**config.mk**
```make
export PLATFORM = sky130hd
export DESIGN_NAME = sar_ctrl
export DESIGN_NICKNAME = d
export VERILOG_FILES = /design/src/rtl/sar_ctrl.sv
export SDC_FILE = /design/constraint.sdc
export NUM_CORES = 1
export LEC_CHECK = 0
export ABC_AREA = 1
export CAP_MARGIN = 25
export CORE_MARGIN = 8
export CORE_UTILIZATION = 52
export CTS_CLUSTER_SIZE = 8
export DETAILED_ROUTE_END_ITERATION = 8
export PLACE_DENSITY = 0.87
export SYNTH_ARGS = -nofsm -noshare
export SYNTH_HDL_FRONTEND = slang
export SYNTH_SLANG_ARGS = --single-unit
export TNS_END_PERCENT = 1
```
**constraint.sdc**
```tcl
create_clock -name clk -period 1.9 [get_ports clk]
set_input_delay 0.38 -clock clk [delete_from_list [all_inputs] [get_ports clk]]
set_output_delay 0.38 -clock clk [all_outputs]
set_load 0.01 [all_outputs]
```
**src/rtl/sar_ctrl.sv**
```systemverilog
// Successive-approximation controller for a differential monotonic-switching SAR ADC.
// Optional comparator watchdog enabled by defining SAR_CMP_TIMEOUT_EN.
module sar_ctrl #(
  parameter int ADC_BITS      = 8,
  parameter int SAMPLE_CYCLES = 2,
  parameter int CMP_TIMEOUT   = 4
) (
  input  logic                clk,
  input  logic                rstn,
  input  logic                start,
  output logic                busy,
  output logic                sample,
  output logic                comp_trig,
  input  logic                comp_valid,
  input  logic                comp_out,
  output logic [ADC_BITS-1:1] dacp_h,
  output logic [ADC_BITS-1:1] dacp_l,
  output logic [ADC_BITS-1:1] dacn_h,
  output logic [ADC_BITS-1:1] dacn_l,
  output logic [ADC_BITS-1:0] dout,
  output logic                dout_valid,
  output logic                timeout_flag
);

  localparam int BW  = $clog2(ADC_BITS);
  localparam int SCW = $clog2(SAMPLE_CYCLES + 1);
  localparam logic [BW-1:0]  BIT_MSB   = BW'(ADC_BITS - 1);
  localparam logic [SCW-1:0] SAMP_LAST = SCW'(SAMPLE_CYCLES - 1);

  if (SAMPLE_CYCLES < 1 || CMP_TIMEOUT < 1) begin : g_param_check
    $error("sar_ctrl: SAMPLE_CYCLES and CMP_TIMEOUT must be >= 1");
  end

  typedef enum logic [2:0] {
    S_IDLE,
    S_SAMPLE,
    S_TRIG,
    S_WAIT,
    S_DONE
  } state_t;

  state_t              state_q, state_d;
  logic [SCW-1:0]      samp_cnt_q, samp_cnt_d;
  logic [BW-1:0]       bit_idx_q, bit_idx_d;
  logic                busy_d, sample_d, comp_trig_d, dout_valid_d;
  logic [ADC_BITS-1:1] dacp_h_d, dacp_l_d, dacn_h_d, dacn_l_d;
  logic [ADC_BITS-1:0] dout_d;
  logic                decide, dbit;

`ifdef SAR_CMP_TIMEOUT_EN
  localparam int TW = $clog2(CMP_TIMEOUT + 1);
  localparam logic [TW-1:0] TO_LAST = TW'(CMP_TIMEOUT - 1);
  logic [TW-1:0] wait_cnt_q, wait_cnt_d;
  logic          tflag_d;
`endif

  // NOTE: every variable gets a hold/default value before the case so no latch is inferred.
  always_comb begin
    state_d      = state_q;
    samp_cnt_d   = samp_cnt_q;
    bit_idx_d    = bit_idx_q;
    busy_d       = busy;
    sample_d     = sample;
    comp_trig_d  = 1'b0;
    dout_valid_d = 1'b0;
    dacp_h_d     = dacp_h;
    dacp_l_d     = dacp_l;
    dacn_h_d     = dacn_h;
    dacn_l_d     = dacn_l;
    dout_d       = dout;
    decide       = 1'b0;
    dbit         = 1'b0;
`ifdef SAR_CMP_TIMEOUT_EN
    wait_cnt_d   = wait_cnt_q;
    tflag_d      = timeout_flag;
`endif

    case (state_q)
      S_IDLE: begin
        if (start) begin
          state_d    = S_SAMPLE;
          busy_d     = 1'b1;
          sample_d   = 1'b1;
          samp_cnt_d = '0;
          bit_idx_d  = BIT_MSB;
          dacp_h_d   = '1;
          dacp_l_d   = '0;
          dacn_h_d   = '1;
          dacn_l_d   = '0;
          dout_d     = '0;
`ifdef SAR_CMP_TIMEOUT_EN
          tflag_d    = 1'b0;
`endif
        end
      end

      S_SAMPLE: begin
        if (samp_cnt_q == SAMP_LAST) begin
          state_d     = S_TRIG;
          sample_d    = 1'b0;
          comp_trig_d = 1'b1;
        end else begin
          samp_cnt_d = samp_cnt_q + 1'b1;
        end
      end

      S_TRIG: begin
        state_d = S_WAIT;
`ifdef SAR_CMP_TIMEOUT_EN
        wait_cnt_d = '0;
`endif
      end

      S_WAIT: begin
`ifdef SAR_CMP_TIMEOUT_EN
        // A late strobe arriving in the expiry cycle still supplies the real decision.
        decide     = comp_valid || (wait_cnt_q == TO_LAST);
        dbit       = comp_valid ? comp_out : 1'b1;
        wait_cnt_d = wait_cnt_q + 1'b1;
        if (decide && !comp_valid) tflag_d = 1'b1;
`else
        decide = comp_valid;
        dbit   = comp_out;
`endif
        if (decide) begin
          dout_d[bit_idx_q] = dbit;
          // Cap index 0 does not exist, so the final decision switches nothing.
          for (int i = 1; i < ADC_BITS; i++) begin
            if (bit_idx_q == BW'(i)) begin
              if (dbit) begin
                dacp_h_d[i] = 1'b0;
                dacp_l_d[i] = 1'b1;
              end else begin
                dacn_h_d[i] = 1'b0;
                dacn_l_d[i] = 1'b1;
              end
            end
          end
          if (bit_idx_q == '0) begin
            state_d      = S_DONE;
            dout_valid_d = 1'b1;
          end else begin
            state_d     = S_TRIG;
            comp_trig_d = 1'b1;
            bit_idx_d   = bit_idx_q - 1'b1;
          end
        end
      end

      S_DONE: begin
        state_d = S_IDLE;
        busy_d  = 1'b0;
      end

      default: state_d = S_IDLE;
    endcase
  end

  // NOTE: sequential state uses non-blocking assignments only.
  always_ff @(posedge clk or negedge rstn) begin
    if (!rstn) begin
      state_q    <= S_IDLE;
      samp_cnt_q <= '0;
      bit_idx_q  <= '0;
      busy       <= 1'b0;
      sample     <= 1'b0;
      comp_trig  <= 1'b0;
      dout_valid <= 1'b0;
      dacp_h     <= '1;
      dacp_l     <= '0;
      dacn_h     <= '1;
      dacn_l     <= '0;
      dout       <= '0;
    end else begin
      state_q    <= state_d;
      samp_cnt_q <= samp_cnt_d;
      bit_idx_q  <= bit_idx_d;
      busy       <= busy_d;
      sample     <= sample_d;
      comp_trig  <= comp_trig_d;
      dout_valid <= dout_valid_d;
      dacp_h     <= dacp_h_d;
      dacp_l     <= dacp_l_d;
      dacn_h     <= dacn_h_d;
      dacn_l     <= dacn_l_d;
      dout       <= dout_d;
    end
  end

`ifdef SAR_CMP_TIMEOUT_EN
  always_ff @(posedge clk or negedge rstn) begin
    if (!rstn) begin
      wait_cnt_q   <= '0;
      timeout_flag <= 1'b0;
    end else begin
      wait_cnt_q   <= wait_cnt_d;
      timeout_flag <= tflag_d;
    end
  end
`else
  assign timeout_flag = 1'b0;
`endif

endmodule

```
==> metrics.txt, run 1 <==
leak pwr=1.51 nW; largest net degree at the start of global routing=31; Crit Path Class=reg -> out; crit path from=dacn_h[4]; Max-Cap Viols=0; Worst Max-Slew Pin Slew=0.559 ns; placement row count=24; period utilization=0.930; crit path capture type=output pin; Finished Layout Cells=390; max frequency=0.566 GHz; initial antenna violation count=0; compound-gate portion of the synthesized area=0.0323; commonest non-fill, non-tap cell in the layout=nand2_1; RR Startpoint=bit_idx_q[0]; Slowest cell on crit path=dfstp_2; gpl congestion=0.790; HP Class=in -> async; post-synth net total=298; Syn Area/Cell=8.37 um2; vias in the first global route=2025; Post-CTS Repair Setup Buffers=0; DRT Wirelength=5460 um; synthesized cell area=2400 um2; CTS tree=done; critical path arrival=1.39 ns; vias=2076; post-synthesis adder-cell area fraction=0.0313; most frequent cells in the layout=nand2_1, clkdlybuf4s50_1, dfrtp_1, nand3_1, nand4_1; Hold Worst Slack=0.0542 ns; Overflow after GRT=0; setup TNS=0 ns; drt drc=0; slowest stage delay, CP=0.55 ns; 1st-pass router iterations=4; Die X=84.0 um; share of layout cells above drive strength 1=0.154; Starting Density=0.544; Resized cells post-CTS=0; root buf cell=clkbuf_8; CTS sink cnt=48; H-tree depth=2; Worst-path clk slew=0.09 ns; diode count=0; core box area=4410 um2; GRT Resource Usage Total=0.161; Skew-Pair Late Insertion Delay=0.30 ns; ANT nets after route=0; Top Family by Delay on Critical Path=flip-flops; Final min period=1.77 ns; Starting DRT DRC Count=174; Synth Warn #=0; CP bufs+invs=1; die area=7050 um2; fin nets=348; synth unique cells=29; pwr dens=1800 nW/um2; Max Fanout on Critical Path=2; final hold vios=0; setup violators final=0; post-synthesis mux area share=0; crit path cell chain=clkdlybuf4s50_1; register area share after synthesis=0.508; Synth Area in XOR/XNOR=0; total CTS buffers=5; Worst Path Required=1.52 ns; flops & latches, synth=48; CTS Hold Bufs=0; Final Power=0.00547 W; via/cell ratio=5.32; Relative slew margins=0.627; first-pass GRT wire length=9510 um; DIE HEIGHT=84.0 um; clock buffer depth=2; post-layout util=0.687; Clock Skew=0.00899 ns; IO buf count=44; main combinational cell family by area after synthesis=simple AND/OR/NAND/NOR gates; peak supply drop=0.000772 V; synthesis-to-layout area growth=26.3%; num ports=46; placed cells=382; final slew viol count=0; RSZ-0062 raised after global routing=false; drt wl/cell=14.0 um; Post-Syn Instances=287; Post-Synth Simple-Gate Area=0.367; critical path startpoint category=flip-flop; status=complete, no violations; DPL Wire Length=3980 um
==> flip-flops by register name (all words and copies together) (netlist names) <==
| name | cells |
|---|---|
| bit_idx_q | 3 |
| busy | 1 |
| comp_trig | 1 |
| dacn_h | 7 |
| dacn_l | 7 |
| dacp_h | 7 |
| dacp_l | 7 |
| dout | 8 |
| dout_valid | 1 |
| samp_cnt_q | 2 |
| sample | 1 |
| state_q | 3 |
==> synthesized netlist by cell type <==
cell type  instances  area [um2]
inv_2              1        3.75
or2_2              2        12.5
buf_2              7        35.0
conb_1             1        3.75
ha_1               6        75.1
a31oi_1            1        6.26
nor2_4             1        11.3
buf_4              2        15.0
inv_1             11        41.3
nand3_4            1        17.5
o31ai_1            1        7.51
o21ai_0            5        25.0
dfstp_2           14         368
o21ai_2            1        8.76
nand2_2            8        50.1
clkbuf_1           2        7.51
nand2_1          114         428
o21ai_1            2        10.0
dfrtp_1           34         851
nand3_2            2        20.0
a21oi_1            4        20.0
nand3b_1           1        7.51
buf_6              3        33.8
clkinv_1           2        7.51
nor3_1             1        5.00
nor2_8             1        20.0
nand3_1           33         165
nor2_1             7        26.3
nand4_1           19         119
==> layer usage <==
layer / GRT usage / part of all wire / vias to the layer above
li1: - / - / 1036
met1: 0.185 / 0.44 / 980
met2: 0.275 / 0.49 / 55
met3: 0.0518 / 0.057 / 5
met4: 0.0518 / 0.0093 / 0
met5: 0 / 0 / -
==> power breakdown <==
part	switching, W	leakage (nW)	internal (W)
logic	0.00171	0.886	0.00132
registers	0.000285	0.573	0.00151
clock network	0.000326	0.0515	0.000332
==> layout make-up <==
class                           instances  area, um2
Sequential cell                        48       1220
Clock buffer                            8        100
Fill cell                             358       1380
Tap cell                               52       65.1
Multi-Input combinational cell        211       1040
Timing Repair Buffer                   57        558
Inverter                               14       52.6
==> kinds of logic (layout without fill, tap and decap cells) <==
| kind of cell | after synthesis | count (layout) |
|---|---|---|
| flops | 48 | 48 |
| fa+ha+maj | 6 | 6 |
| compound gates | 14 | 14 |
| buf+inv | 28 | 79 |
| other cells | 1 | 1 |
| simple gates | 190 | 190 |
==> worst reg2reg max path, cell delays in order (launching register included) <==
cell      delay [ns]
dfrtp_1         0.42
clkinv_1        0.19
ha_1            0.29
inv_1           0.07
nor2_1          0.05
nand2_1         0.15
nand2_1         0.07
nor2_1          0.17
nand2_1         0.08
nand2_1         0.06
==> through the flow <==
step	cell area [um2]	worst slack [ns]
2_1_floorplan	2400	0.294
3_3_place_gp	2930	0.183
3_5_place_dp	2930	0.111
4_1_cts	3030	0.115
5_1_grt	3030	0.0672
6_report	3030	0.133
==> worst paths after layout <==
path | endpoint | slack (ns) | cells after the start
setup / recovery | dacn_h[4] | 0.13 | 1
hold / removal | dacn_l[5] | 0.05 | 1
setup reg to reg | bit_idx_q[0] | 0.29 | 9
hold reg to reg | dacp_h[7] | 0.46 | 2
max in group asynchronous | dacp_h[2] | 1.24 | 2
min in group clk | dacp_h[7] | 0.46 | 2
No activity file was read; power rests on OpenSTA's default activity.
==> inputs of run 2 (changes only) <==
clock period = 1.7 ns   (was 1.9 ns; I/O delays follow)
==> run 2 against run 1 <==
Net effect: critical path depth is the same; non-clock buffer count grew 5; clock skew shrank 0.0039 ns; wire length shrank 0.37%; clock power grew 7.8%; via count grew 0.19%; design area is essentially flat; global-route usage shrank 0.37 points; critical path type unchanged; largest power group unchanged.
==> metrics.txt, run 2 (synthesis results as in run 1) <==
clock buffer depth=2; vias=2080; status=complete, no violations; pwr dens=1990 nW/um2; ANT nets after route=0; largest net degree at the start of global routing=31; most frequent cells in the layout=nand2_1, nand3_1, dfrtp_1, clkdlybuf4s50_1, nand4_1; core box area=4410 um2; placement row count=24; critical path depth=1; Reg2Reg Capture Point=bit_idx_q[1]; Psw=0.00262 W; Die X=84.0 um; crit path cell chain=clkdlybuf4s50_1; gpl congestion=0.771; final slew viol count=0; initial antenna violation count=0; Worst Path Required=1.36 ns; max reg flops=8; Starting DRT DRC Count=114; period utilization=0.926; fin nets=353; DPL Wire Length=4060 um; max frequency=0.635 GHz; Max-Cap Viols=0; diode count=0; Switching Share=0.432; CP bufs+invs=1; critical path startpoint category=flip-flop; CTS tree=done; HP Class=in -> async; Worst Reg2Reg Path Length in Cells=9; die area=7050 um2; total CTS buffers=5; 1st-pass router iterations=5; DIE HEIGHT=84.0 um; P_int=0.00344 W; synthesis-to-layout area growth=26.4%; Skew-Pair Late Insertion Delay=0.31 ns; post-layout util=0.688; Finished Layout Cells=395; RR Startpoint=bit_idx_q[0]; CTS Hold Bufs=0; CTS sink cnt=48; commonest non-fill, non-tap cell in the layout=nand2_1; setup violators final=0; Slowest cell on crit path=clkdlybuf4s50_1; Max Fanout on Critical Path=2; vias in the first global route=2068; GRT Resource Usage Total=0.157; sequential power share=0.330; drt drc=0; RSZ-0062 raised after global routing=false; via/cell ratio=5.27; placed cells=385; Hold Worst Slack=0.00749 ns; IO buf count=44; first-pass GRT wire length=9360 um; Crit Path Class=reg -> out; critical path arrival=1.23 ns; crit path from=dacp_l[3]; Setup crit end=dacp_l[3]; Starting Density=0.544; Clk network pwr share=0.117; drt wl/cell=13.8 um; crit path capture type=output pin; setup TNS=0 ns; final hold vios=0; leak pwr=1.57 nW; Worst-path clk slew=0.09 ns; root buf cell=clkbuf_8; Top Family by Delay on Critical Path=buffers and inverters; DRT Wirelength=5440 um; Overflow after GRT=0; Reg with most FFs=dout; slowest stage delay, CP=0.55 ns; Comb power frac=0.553; Final min period=1.57 ns; share of layout cells above drive strength 1=0.169; num ports=46; peak supply drop=0.000976 V; Clock Skew=0.00511 ns; r2r setup slk=0.17 ns; H-tree depth=2; Design Area, Final=3040 um2; Area after DPL=2940 um2
run 2: cell types whose count changed in the layout (fill, tap and decap cells not counted):
| cell | delta |
|---|---|
| buf_4 | +6 |
| dfrtp_2 | +1 |
| dlygate4sd2_1 | +14 |
| clkbuf_8 | -1 |
| dfrtp_1 | -1 |
| clkinvlp_4 | +1 |
| buf_12 | -1 |
| clkdlybuf4s50_1 | -14 |
run 2: power by group through the flow:
| stage | clock network, W | logic [W] | registers [W] |
|---|---|---|---|
| final | 0.000709 | 0.00335 | 0.00200 |
| after floorplan | 0 | 0.00196 | 0.00213 |
| after detailed placement | 0 | 0.00340 | 0.00203 |
| after CTS | 0.000725 | 0.00332 | 0.00200 |
| after global placement | 0 | 0.00327 | 0.00201 |
| after global routing | 0.000765 | 0.00376 | 0.00206 |
run 2: timing repair:
item,in CTS,in global routing
setup endpoints to repair,14,3
setup buffers,0,2
resized for setup,14,1
run 2: worst min path at each step:
stage          startpoint            to  cells after the start
6_report             rstn     dacn_l[5]                      2
5_1_grt              rstn     dacn_l[5]                      2
4_1_cts              rstn     dacp_l[7]                      2
3_5_place_dp         rstn     dacn_l[5]                      2
3_3_place_gp         rstn     dacn_l[5]                      2
2_1_floorplan        rstn  bit_idx_q[0]                      0
run 2: final cells by class:
class / instances / area [um2]
sequential: 48 / 1220
timing repair buffer: 62 / 566
clock buffer: 7 / 86.3
tap: 52 / 65.1
clock inverter: 1 / 7.51
inverter: 14 / 52.6
fill: 345 / 1380
multi-input combinational: 211 / 1040
run 2: routing by layer:
layer	GRT usage	routed length, um	vias to the layer above
li1	-	-	1046
met5	0	0	-
met1	0.181	2350	971
met2	0.265	2650	50
met4	0.0565	97	0
met3	0.0527	351	13
run 2: worst register-to-register path: stages (launching register included):
cell	delay [ns]
dfrtp_1	0.42
clkinv_1	0.14
ha_1	0.26
inv_1	0.07
nor2_1	0.05
nand2_1	0.15
nand2_1	0.07
nor2_1	0.17
nand2_1	0.08
nand2_1	0.06
run 2: stage by stage:
stage                     power [W]  worst slack [ns]
after floorplan             0.00410            0.0938
after detailed placement    0.00542            0.0215
after CTS                   0.00605             0.101
after global routing        0.00658            0.0168
after global placement      0.00527            0.0646
final                       0.00605             0.126
